`config.mk`:
```
export PLATFORM = sky130hd
export DESIGN_NAME = trans_divider
export DESIGN_NICKNAME = d
export VERILOG_FILES = /design/src/rtl/trans_divider.sv
export SDC_FILE = /design/constraint.sdc
export NUM_CORES = 1
export LEC_CHECK = 0
export BUFFER_PORTS_ARGS = -buffer_cell sky130_fd_sc_hd__buf_2
export CORE_ASPECT_RATIO = 1.75
export CORE_MARGIN = 8
export CORE_UTILIZATION = 55
export DETAILED_ROUTE_END_ITERATION = 7
export GPL_ROUTABILITY_DRIVEN = 0
export GPL_TIMING_DRIVEN = 0
export HOLD_SLACK_MARGIN = 0.1
export PLACE_DENSITY = 0.77
export SLEW_MARGIN = 10
export SYNTH_ARGS = -nofsm -noshare
export SYNTH_HDL_FRONTEND = slang
export SYNTH_SLANG_ARGS = --single-unit
```
`constraint.sdc`:
```
create_clock -name clk -period 5.19 [get_ports clk]
set_input_delay 0.2595 -clock clk [delete_from_list [all_inputs] [get_ports clk]]
set_output_delay 0.2595 -clock clk [all_outputs]
set_load 0.1 [all_outputs]
```
`src/rtl/trans_divider.sv`:
```
// Radix-2 restoring divider with valid/ready result handshake; one quotient bit per BUSY cycle.
// Define TRANS_DIVIDER_FRAC_EN to also produce FW truncated fractional quotient bits.
module trans_divider #(
    parameter int DW = 18,
    parameter int FW = 8
) (
    input  logic          clk,
    input  logic          rst,
    input  logic [DW-1:0] dividend,
    input  logic [DW-1:0] divisor,
    input  logic          in_valid,
    output logic          rfd,
    output logic [DW-1:0] quotient,
    output logic [FW-1:0] fractional,
    output logic          out_valid,
    input  logic          out_ready,
    output logic          div_by_zero
);

`ifdef TRANS_DIVIDER_FRAC_EN
    localparam int N = DW + FW;
`else
    localparam int N = DW;
`endif
    localparam int CW = (N > 1) ? $clog2(N) : 1;

    typedef enum logic [1:0] {
        S_IDLE,
        S_BUSY,
        S_DONE
    } state_t;

    state_t          r_state;
    state_t          w_next;
    logic            w_accept;
    logic            w_last;
    logic            w_zero;

    logic [DW-1:0]   r_dvd;
    logic [DW-1:0]   r_dsr;
    logic [DW:0]     r_rem;
    logic [N-1:0]    r_quo;
    logic [CW-1:0]   r_cnt;
    logic            r_dbz;

    logic [DW:0]     w_trial;
    logic [DW+1:0]   w_diff;
    logic            w_ge;

    assign w_zero = (divisor == '0);
    assign w_last = (r_cnt == CW'(N - 1));

    always_ff @(posedge clk) begin
        if (rst) r_state <= S_IDLE;
        else     r_state <= w_next;
    end

    always_comb begin
        // NOTE: every output of this block gets a default first, so no path can infer a latch.
        w_next    = r_state;
        w_accept  = 1'b0;
        rfd       = 1'b0;
        out_valid = 1'b0;
        case (r_state)
            S_IDLE: begin
                rfd = 1'b1;
                if (in_valid) begin
                    w_accept = 1'b1;
                    w_next   = w_zero ? S_DONE : S_BUSY;
                end
            end
            S_BUSY: begin
                if (w_last) w_next = S_DONE;
            end
            S_DONE: begin
                out_valid = 1'b1;
                if (out_ready) w_next = S_IDLE;
            end
            default: w_next = S_IDLE;
        endcase
    end

    // Once the dividend bits are exhausted the left shift feeds zeros, giving the fractional steps.
    assign w_trial = {r_rem[DW-1:0], r_dvd[DW-1]};
    assign w_diff  = {1'b0, w_trial} - {2'b00, r_dsr};
    assign w_ge    = r_rem[DW] | ~w_diff[DW+1];

    always_ff @(posedge clk) begin
        if (rst) begin
            r_dvd <= '0;
            r_dsr <= '0;
            r_rem <= '0;
            r_quo <= '0;
            r_cnt <= '0;
            r_dbz <= 1'b0;
        end else if (w_accept) begin
            r_dvd <= dividend;
            r_dsr <= divisor;
            r_rem <= '0;
            r_cnt <= '0;
            r_quo <= w_zero ? '1 : '0;
            r_dbz <= w_zero;
        end else if (r_state == S_BUSY) begin
            // NOTE: state registers update with non-blocking assignments so every step sees the pre-edge values.
            r_dvd <= r_dvd << 1;
            r_rem <= w_ge ? w_diff[DW:0] : w_trial;
            r_quo <= {r_quo[N-2:0], w_ge};
            r_cnt <= r_cnt + 1'b1;
        end
    end

    assign quotient    = r_quo[N-1 -: DW];
    assign div_by_zero = r_dbz;
`ifdef TRANS_DIVIDER_FRAC_EN
    assign fractional  = r_quo[FW-1:0];
`else
    assign fractional  = '0;
`endif

endmodule
```
==> reports/summary.txt, run 1 <==
=================================================================================================
Post-CTS sizing                                                                                 0
Final Slew Violations                                                                           0
Area of the multi-input gates                                                        0.002354 mm2
Number of violations reported at the end of detailed-routing iteration 0                      238
Routed length per instance                                                               16.52 um
Die span in x                                                                            82.62 um
Net switching share of the total power                                                     37.44%
Worst Setup End Kind                                                                    flip-flop
Post-layout power                                                                      0.002186 W
Global-route wire length before repair                                                  19,010 um
Via count                                                                                   4,120
TritonCTS clock tree                                                                        built
Crit Path Max Fanout                                                                            3
Number of antenna violations at the first check in global routing                               0
Most repeated library cell on the critical path                                             inv_1
Overall fraction of global-route tracks in use                                             21.87%
Met3 routing resource usage after global routing                                           4.071%
Largest vdd supply drop                                                               0.0003920 V
Simple logic cell fraction of the synthesized area                                         20.59%
Fraction of power consumed by combinational cells                                           37.5%
Unrepaired setup endpoints after global routing                                             false
CP arrival                                                                                3.00 ns
Seq. cell area                                                                       0.001622 mm2
Worst-case headroom to the max-slew limit                                                  59.47%
Standard-cell rows                                                                             42
Count of maximum capacitance violations                                                         0
Part of the power in registers                                                              32.6%
Full die area                                                                         0.01095 mm2
Clock transition at path regs                                                             0.06 ns
Hold-fix buffers, CTS                                                                           0
Count of antenna diodes in the layout                                                           0
Hold Path Class                                                                            in2reg
Share of total power in the clock network                                                   29.9%
Slew @ Worst Pin                                                                        0.6057 ns
Clock sinks                                                                                    81
Fillcell total                                                                                668
Delay of the slowest cell on the worst path                                               0.47 ns
Top Usage Layer GRT                                                                          met2
Summed area of non-filler cells in the final layout                                  0.005012 mm2
Setup slack after layout                                                                 2.456 ns
Clock latency at the later pin of the worst-skew pair                                     0.33 ns
Setup-violating endpoint count in the final report                                              0
Cell type group with the largest total delay on the critical path                    compound AO/OA/AOI/OAI gates
Worst Setup Slack post-DPL                                                               2.565 ns
Count of input and output buffers                                                              59
Final critical-path share of the clock period                                              52.68%
Mux share of post-synthesis cell area                                                      1.875%
Total power density per cell area                                                    436.0 mW/mm2
Post-route ant nets                                                                             0
Global Route met1 Usage                                                                    22.34%
Crit path time final                                                                     2.734 ns
Top-Level Pins                                                                                 69
Total placed instance area                                                           0.004703 mm2
Number of instances in the synthesized netlist                                                543
CTS max path bufs                                                                               2
Total leakage power                                                                      2.055 nW
Number of global-route vias before repair                                                   4,240
Met2 Use GR                                                                                37.51%
Share of flip-flops with an asynchronous set or reset                                          0%
Worst path bufs/invs                                                                            2
Share of the synthesized netlist area taken by xor and xnor gates                          3.486%
Flip-flop and latch count after synthesis                                                      81
Slowest CP cell                                                                              fa_1
Cts bufs inserted                                                                               9
Number of synthesized flops with an enable pin                                                  0
Area added between synthesis and finish                                                    17.34%
Outcome                                                                              finished, final reports clean
Post-Route WL                                                                           11,780 um
Critical Path Source Type                                                               flip-flop
Vias per cell                                                                               5.778
CP Data Required Time                                                                     5.46 ns
Fraction of the mapped netlist area in compound gates                                      22.11%
Syn. warnings                                                                                   0
Share of the yosys chip area belonging to registers                                        37.96%
Post-synthesis adder-cell area fraction                                                    6.327%
Post-CTS Setup Bufs                                                                             0
Endpoints failing hold                                                                          0
Timing-limited maximum frequency                                                        365.7 MHz
Half-perimeter wire length after detailed placement                                       8890 um
Mean cell area of the mapped netlist                                                    7.867 um2
Pin count of the biggest net entering global routing                                           13
Vertical die dimension                                                                   132.6 um
Number of nets in the layout                                                                  681
Critical setup path kind                                                                  reg2reg
Total congestion overflow after global routing                                                  0
Core Area                                                                            0.007567 mm2
Master cell of the clock root buffer                                                    clkbuf_16
Count of unresolved DRC violations after routing                                                0
Share of final-layout standard cells stronger than drive strength 1                        15.84%
Max Clock Skew                                                                        0.003745 ns
List of cells traversed by the critical path                                         inv_1 > ha_1 > inv_1 > fa_1 > a21oi_1 > o211ai_1 > a211oi_1 > nand2b_1 > o21ai_0 > or3_1 > a21oi_2
Main synth FF type                                                                        dfxtp_1
Number of distinct library cell variants in the gate-level netlist after synthesis             54
Post-synthesis cell area                                                             0.004272 mm2
Main combinational cell family by area after synthesis                               compound AO/OA/AOI/OAI gates
Switching power total                                                                 0.0008182 W
Internal cell power                                                                    0.001367 W
Detailed-router iteration count before antenna repair                                           5
Maximum level of the CTS H-tree                                                                 3
Starting utilization of the core area                                                      56.45%
Setup Total Neg Slack                                                                        0 ns
=================================================================================================
-- cell families (layout without fill, tap and decap cells) --
group,Yosys count,count (layout)
adder cells (fa/ha/maj),21,21
multiplexers,8,8
XOR/XNOR,17,17
flip-flops,81,81
AND/OR/NAND/NOR,193,193
buffers and inverters,69,144
AO/OA/AOI/OAI,153,153
other,1,8
-- metrics by stage --
stage                     hold WS, ns  cells  utilization (%)
final                          0.1685    713            66.24
after global routing           0.1761    713            66.24
after CTS                      0.1664    713            66.24
after detailed placement       0.4482    697            62.15
after global placement         0.4420    697            62.15
after floorplan                0.3955    550                -
-- routing by layer --
layer / up-vias / part of all wire [%]
met3: 42 / 4.1
met5: - / 0
met2: 117 / 53
met4: 0 / 5.4
li1: 2039 / -
met1: 1922 / 38
-- placed cells by master, fill, tap and decap left out, types with 4 or more instances in the layout --
cell type	count
nor3_1	12
xor2_1	7
o21ai_0	25
a21oi_1	62
dfxtp_1	81
a21o_1	4
buf_2	62
a22oi_1	17
a31oi_1	20
nand2_1	103
nand3_1	16
buf_4	9
clkbuf_1	29
ha_1	20
nor4_1	4
nand2b_1	9
nor2_1	24
clkbuf_16	9
mux2i_1	8
xnor2_1	10
and3_1	4
conb_1	8
inv_1	25
nand4_1	8
-- layout make-up --
type / instances / share of cell area, %
multi-input cells: 400 / 46.95
flip-flops and latches: 81 / 32.35
repair buffers: 59 / 5.891
clock buffers: 14 / 5.467
plain buffers: 43 / 4.493
well taps: 88 / 2.197
inverters: 26 / 1.947
clock inverters: 2 / 0.6990
-- worst min-delay path: cells and delay by family --
family	cells	cell delay, ns
buffers and inverters	1	0.10
AOI/OAI and AO/OA	1	0.05
and+or+nand+nor	1	0.05
-- path summary, 6_finish.rpt --
| path | start | to | slack (ns) | depth (start not counted) |
|---|---|---|---|---|
| worst min-delay path | divisor[4] | r_dsr[4] | 0.17 | 3 |
| worst min register to register | r_dsr[17] | r_dsr[17] | 0.46 | 2 |
| worst max register to register | r_dvd[17] | r_rem[18] | 2.46 | 11 |
| worst max-delay path | r_dvd[17] | r_rem[18] | 2.46 | 11 |
-- synthesized netlist by cell type, drive strengths merged, types with 9 or more instances --
library cell | n | area [um2]
inv | 26 | 97.59
dfxtp | 81 | 1622
a21oi | 64 | 327.8
o21ai | 25 | 125.1
nand3 | 17 | 90.09
nor2 | 24 | 90.09
buf | 16 | 123.9
xnor2 | 10 | 87.58
a22oi | 17 | 127.6
nand2 | 103 | 386.6
nand2b | 9 | 56.30
ha | 20 | 250.2
nor3 | 12 | 60.06
a31oi | 20 | 125.1
clkbuf | 27 | 101.4
-- power groups by stage --
stage / Sequential [W] / Combinational, W / Clock, W
floorplan: 0.000821 / 0.000538 / 0
global placement: 0.000722 / 0.000793 / 0
detailed placement: 0.000725 / 0.000806 / 0
CTS: 0.000712 / 0.000814 / 0.000659
global route: 0.000719 / 0.000878 / 0.000684
finish: 0.000712 / 0.000819 / 0.000655
-- flip-flops by register name (all words and copies together), names as in the netlist --
signal	flops
quotient	18
r_dsr	18
r_state	2
div_by_zero	1
r_dvd	18
r_rem	19
r_cnt	5
(Power assumes the default switching activity.)
==> run 2, diff against run 1 <==
clock period = 2.8 ns   (was 5.19 ns; I/O delays follow)
==> run 2 against run 1 <==
Effect of this change:
- first-iteration DRC count rose by 48%
- clock-buffer cell count unchanged
- sequential share of layout area decreased by 1.5 points
- final cell count increased by 3.6%
- largest cell class unchanged
- largest power group unchanged
==> reports/summary.txt, run 2 (synthesized netlist as in run 1, its figures left out) <==
=======================================================================================
Outcome                                                                    finished, final reports clean
Worst-case headroom to the max-slew limit                                        58.09%   -1.4 points
List of cells traversed by the critical path                               inv_1 > ha_1 > a21oi_1 > o21ai_0 > a311oi_2 > o2111ai_2 > and2_4 > buf_6 > buf_8 > mux2i_1 > a21oi_1
Number of global-route vias before repair                                         4,275   +0.83%
Starting utilization of the core area                                            56.45%   unchanged
Setup slack after layout                                                      0.1021 ns   -2.354 ns
Area added between synthesis and finish                                          22.99%
Count of unresolved DRC violations after routing                                      0   unchanged
Core Area                                                                  0.007567 mm2   unchanged
Master cell of the clock root buffer                                          clkbuf_16
Critical setup path kind                                                        reg2reg
Max Clock Skew                                                              0.005869 ns   +0.002124 ns
Half-perimeter wire length after detailed placement                             8857 um   -0.38%
Number of nets in the layout                                                        707   +3.8%
Worst path bufs/invs                                                                  3   +1
Maximum level of the CTS H-tree                                                       3   unchanged
Total power density per cell area                                          756.3 mW/mm2   +73%
Endpoints failing hold                                                                0   unchanged
Number of antenna violations at the first check in global routing                     0   unchanged
Hold Path Class                                                                  in2reg
Worst Setup Slack post-DPL                                                    0.1676 ns   -2.397 ns
Number of violations reported at the end of detailed-routing iteration 0            353   +48%
Timing-limited maximum frequency                                              370.7 MHz   +1.3%
Die span in x                                                                  82.62 um   unchanged
Pin count of the biggest net entering global routing                                 13   unchanged
Unrepaired setup endpoints after global routing                                   false
Final critical-path share of the clock period                                    96.35%   +44 points
Standard-cell rows                                                                   42   unchanged
Total leakage power                                                            2.147 nW   +4.5%
Top-Level Pins                                                                       69   unchanged
Register with the most flip-flops                                                 r_rem
Detailed-router iteration count before antenna repair                                 5   unchanged
CTS max path bufs                                                                     2   unchanged
Crit path time final                                                           2.698 ns   -0.03639 ns
Most used cells in the layout excluding fill and tap cells                 nand2_1 (103), dfxtp_1 (81), a21oi_1 (62), buf_2 (62), clkbuf_1 (30)
Post-Route Hold Slack                                                         0.1112 ns   -0.05734 ns
Vias per cell                                                                     5.839   +1.0%
Fillcell total                                                                      623   -6.7%
Post-Route WL                                                                 12,190 um   +3.5%
TritonCTS clock tree                                                              built
Flip-flop count of the largest register, all copies and words added                  19   unchanged
Share of final-layout standard cells stronger than drive strength 1              15.51%   -0.33 points
Overall fraction of global-route tracks in use                                   22.41%   +0.54 points
Cts bufs inserted                                                                     9   unchanged
Slew @ Worst Pin                                                              0.6263 ns   +0.02063 ns
Worst Setup End Kind                                                          flip-flop
Crit Path Max Fanout                                                                 10   +7
CP Data Required Time                                                           2.99 ns   -2.47 ns
Most repeated library cell on the critical path                                 a21oi_1
Finished Core Util                                                               69.43%   +3.2 points
Cell type group with the largest total delay on the critical path          compound AO/OA/AOI/OAI gates
Area of the multi-input gates                                              0.002367 mm2   +0.58%
Final Slew Violations                                                                 0   unchanged
CP arrival                                                                      2.89 ns   -0.11 ns
Global-route wire length before repair                                        19,570 um   +2.9%
Post-layout power                                                            0.003974 W   +82%
Largest vdd supply drop                                                     0.0005602 V   +43%
Routed length per instance                                                     16.50 um   -0.11%
Critical Path Source Type                                                     flip-flop
Clock sinks                                                                          81   unchanged
Count of input and output buffers                                                    59   unchanged
Most common cell after layout, fill and taps aside                              nand2_1
Slowest CP cell                                                                    ha_1
Setup Total Neg Slack                                                              0 ns   unchanged
Setup-violating endpoint count in the final report                                    0   unchanged
Count of antenna diodes in the layout                                                 0   unchanged
Seq. cell area                                                             0.001622 mm2   unchanged
Vertical die dimension                                                         132.6 um   unchanged
Full die area                                                               0.01095 mm2   unchanged
Post-route ant nets                                                                   0   unchanged
Delay of the slowest cell on the worst path                                     0.40 ns   -0.07 ns
Clock transition at path regs                                                   0.06 ns   about the same
Count of maximum capacitance violations                                               0   unchanged
Clock latency at the later pin of the worst-skew pair                           0.34 ns   about the same
Via count                                                                         4,315   +4.7%
Total congestion overflow after global routing                                        0   unchanged
=======================================================================================
-- run 2: stage by stage --
stage	std cells	area (um2)
global route	739	5254
finish	739	5254
CTS	739	5243
floorplan	550	4300
detailed placement	697	4706
global placement	697	4706
-- run 2: routing by layer --
layer  up-vias  track usage [%]  share of wire, %
met5         -                0                 0
met4         0            13.90               5.3
met3        47            4.545               4.0
met2       148            38.77                52
met1      2021            23.24                38
li1       2099                -                 -
-- run 2: cell type report --
cell class / count / area share [%]
tap: 88 / 2.096
clock buffer: 14 / 5.025
timing repair buffer: 85 / 10.57
clock inverter: 2 / 0.2382
sequential: 81 / 30.86
multi-input combinational: 400 / 45.06
buffer: 43 / 4.287
inverter: 26 / 1.858
-- run 2: worst register-to-register path: stages (launching register included) --
cell	delay [ns]
dfxtp_1	0.34
inv_1	0.08
ha_1	0.40
a21oi_1	0.26
o21ai_0	0.20
a311oi_2	0.37
o2111ai_2	0.18
and2_4	0.17
buf_6	0.15
buf_8	0.16
mux2i_1	0.16
a21oi_1	0.08
-- run 2: power breakdown --
group / internal, W / total [W] / switching (W) / leakage, nW
logic: 0.000550 / 0.00156 / 0.00101 / 1.35
clock network: 0.000648 / 0.00109 / 0.000444 / 0.133
registers: 0.00125 / 0.00132 / 0.0000703 / 0.663
total: 0.00245 / 0.00397 / 0.00152 / 2.15
-- run 2: worst paths after layout --
check	from	depth (start not counted)	slack, ns	end
worst min-delay path	dividend[11]	3	0.11	r_dvd[11]
worst max register to register	r_dsr[10]	11	0.10	r_rem[15]
worst max-delay path	r_dsr[10]	11	0.10	r_rem[15]
worst min register to register	r_dsr[17]	2	0.45	r_dsr[17]
-- run 2: timing repair --
item	CTS	global route
resized for setup	0	2
hold buffers	26	0
endpoints found under the setup margin	0	3
buffers inserted	0	0
endpoints found under the hold margin	26	0
==> run 3, diff against run 2 <==
CTS_CLUSTER_SIZE = 8   (was default)
RECOVER_POWER = 50   (was default)
SETUP_SLACK_MARGIN = 0.05   (was default)
==> run 3 against run 2 <==
Effect of this change:
- clock power about the same
- non-clock buffer count unchanged
- combinational power about the same
- register-to-register slack better by 0.06 ns
==> reports/summary.txt, run 3 (synthesized netlist as in run 1, its figures left out) <==
=======================================================================================
Post-layout power                                                            0.003970 W   about the same
Hold Path Class                                                                  in2reg
Vias per cell                                                                     5.846   +0.12%
CP Data Required Time                                                           2.99 ns   about the same
Most common cell after layout, fill and taps aside                              nand2_1
Standard-cell rows                                                                   42   unchanged
Number of violations reported at the end of detailed-routing iteration 0            309   -12%
Core Area                                                                  0.007567 mm2   unchanged
Unrepaired setup endpoints after global routing                                    true
Most used cells in the layout excluding fill and tap cells                 nand2_1 (103), dfxtp_1 (81), a21oi_1 (61)
Global-route wire length before repair                                        19,570 um   unchanged
Clock sinks                                                                          81   unchanged
Count of input and output buffers                                                    59   unchanged
CTS max path bufs                                                                     2   unchanged
Endpoints failing hold                                                                0   unchanged
Starting utilization of the core area                                            56.45%   unchanged
Final Slew Violations                                                                 0   unchanged
Number of antenna violations at the first check in global routing                     0   unchanged
Clock transition at path regs                                                   0.06 ns   about the same
Cell total after placement                                                          697   unchanged
Setup Total Neg Slack                                                              0 ns   unchanged
Master cell of the clock root buffer                                          clkbuf_16
Cts bufs inserted                                                                     9   unchanged
Share of final-layout standard cells stronger than drive strength 1              12.29%   -3.2 points
Timing-limited maximum frequency                                              379.5 MHz   +2.4%
Total congestion overflow after global routing                                        0   unchanged
Crit path time final                                                           2.635 ns   -0.06285 ns
Die span in x                                                                  82.62 um   unchanged
Post-Route WL                                                                 12,270 um   +0.60%
Area added between synthesis and finish                                          22.61%
Critical Path Source Type                                                     flip-flop
Top-Level Pins                                                                       69   unchanged
Total leakage power                                                            2.069 nW   -3.6%
Detailed-router iteration count before antenna repair                                 5   unchanged
Critical setup path kind                                                        reg2reg
Count of antenna diodes in the layout                                                 0   unchanged
Post-route ant nets                                                                   0   unchanged
Largest vdd supply drop                                                     0.0005616 V   +0.25%
Count of maximum capacitance violations                                               0   unchanged
Pin count of the biggest net entering global routing                                 13   unchanged
Total power density per cell area                                          758.0 mW/mm2   +0.22%
Number of global-route vias before repair                                         4,275   unchanged
Via count                                                                         4,320   +0.12%
Flip-flop count of the largest register, all copies and words added                  19   unchanged
Overall fraction of global-route tracks in use                                   22.41%   unchanged
CP arrival                                                                      2.82 ns   -0.07 ns
Slew @ Worst Pin                                                               1.183 ns   +0.5566 ns
Vertical die dimension                                                         132.6 um   unchanged
Number of nets in the layout                                                        707   unchanged
Count of unresolved DRC violations after routing                                      0   unchanged
Worst Setup End Kind                                                          flip-flop
Half-perimeter wire length after detailed placement                             8857 um   unchanged
Register with the most flip-flops                                                 r_rem
Setup-violating endpoint count in the final report                                    0   unchanged
TritonCTS clock tree                                                              built
Setup slack after layout                                                      0.1649 ns   +0.06285 ns
Maximum level of the CTS H-tree                                                       3   unchanged
Routed length per instance                                                     16.60 um   +0.60%
Crit Path Max Fanout                                                                 10   unchanged
Worst Setup Slack post-DPL                                                    0.1676 ns   unchanged
Full die area                                                               0.01095 mm2   unchanged
Outcome                                                                    finished, final reports clean
Worst-case headroom to the max-slew limit                                        21.48%   -37 points
Final critical-path share of the clock period                                    94.11%   -2.2 points
Max Clock Skew                                                              0.005989 ns   +0.0001202 ns
Number of standard cells in the final layout excluding fillers                      739   unchanged
Finished Core Util                                                               69.21%   -0.21 points
Clock latency at the later pin of the worst-skew pair                           0.34 ns   about the same
=======================================================================================
## run 3: changes by cell type in the layout (fill, tap and decap cells not counted), sizes merged
cell    change
clkbuf     +22
buf        -22
## run 3: worst max-delay path, stage by stage (launching register included)
cell and delay, ns:
dfxtp_1 0.32, inv_1 0.05, ha_1 0.28, buf_4 0.17, a21oi_2 0.22, o21ai_0 0.17
a311oi_2 0.37, o2111ai_2 0.18, and2_4 0.17, buf_6 0.15, buf_8 0.15, mux2i_1 0.16
a21oi_1 0.08
## run 3: per-layer routing
metal | track usage, % | vias up | part of all wire (%)
met5 | 0 | - | 0
met4 | 13.90 | 0 | 4.8
met3 | 4.545 | 41 | 4.2
met2 | 38.77 | 140 | 53
met1 | 23.24 | 2038 | 38
li1 | - | 2101 | -
## run 3: metrics by stage
| step | instance area [um2] | hold slack [ns] |
|---|---|---|
| 2_1_floorplan | 4300 | 0.2760 |
| 3_3_place_gp | 4706 | 0.3921 |
| 3_5_place_dp | 4706 | 0.3989 |
| 4_1_cts | 5243 | 0.1029 |
| 5_1_grt | 5238 | 0.1158 |
| 6_report | 5238 | 0.1087 |
## run 3: path summary, 6_finish.rpt
check             cells after the start  slack (ns)         to         from
setup / recovery                     12        0.16  r_rem[15]     r_dsr[8]
hold / removal                        3        0.11   r_dvd[6]  dividend[6]
setup reg to reg                     12        0.16  r_rem[15]     r_dsr[8]
hold reg to reg                       2        0.45  r_dsr[17]    r_dsr[17]
## run 3: power breakdown
part           leakage, nW  internal, W  switching, W
Clock                0.133     0.000648      0.000445
Sequential           0.663      0.00125     0.0000703
Combinational         1.27     0.000541       0.00101
## run 3: final cells by class
cell class / count / area, um2
plain buffers: 43 / 225.2
clock buffers: 14 / 264.0
clock inverters: 2 / 12.51
fillers: 636 / 2330
inverters: 26 / 97.59
multi-input cells: 400 / 2377
flip-flops and latches: 81 / 1622
well taps: 88 / 110.1
repair buffers: 85 / 529.3
## run 3: timing repair
action	4_1_cts	5_1_grt
setup endpoints to repair	0	17
endpoints found under the hold margin	26	0
hold buffers	26	0
gates resized for setup	0	4
setup buffers	0	0
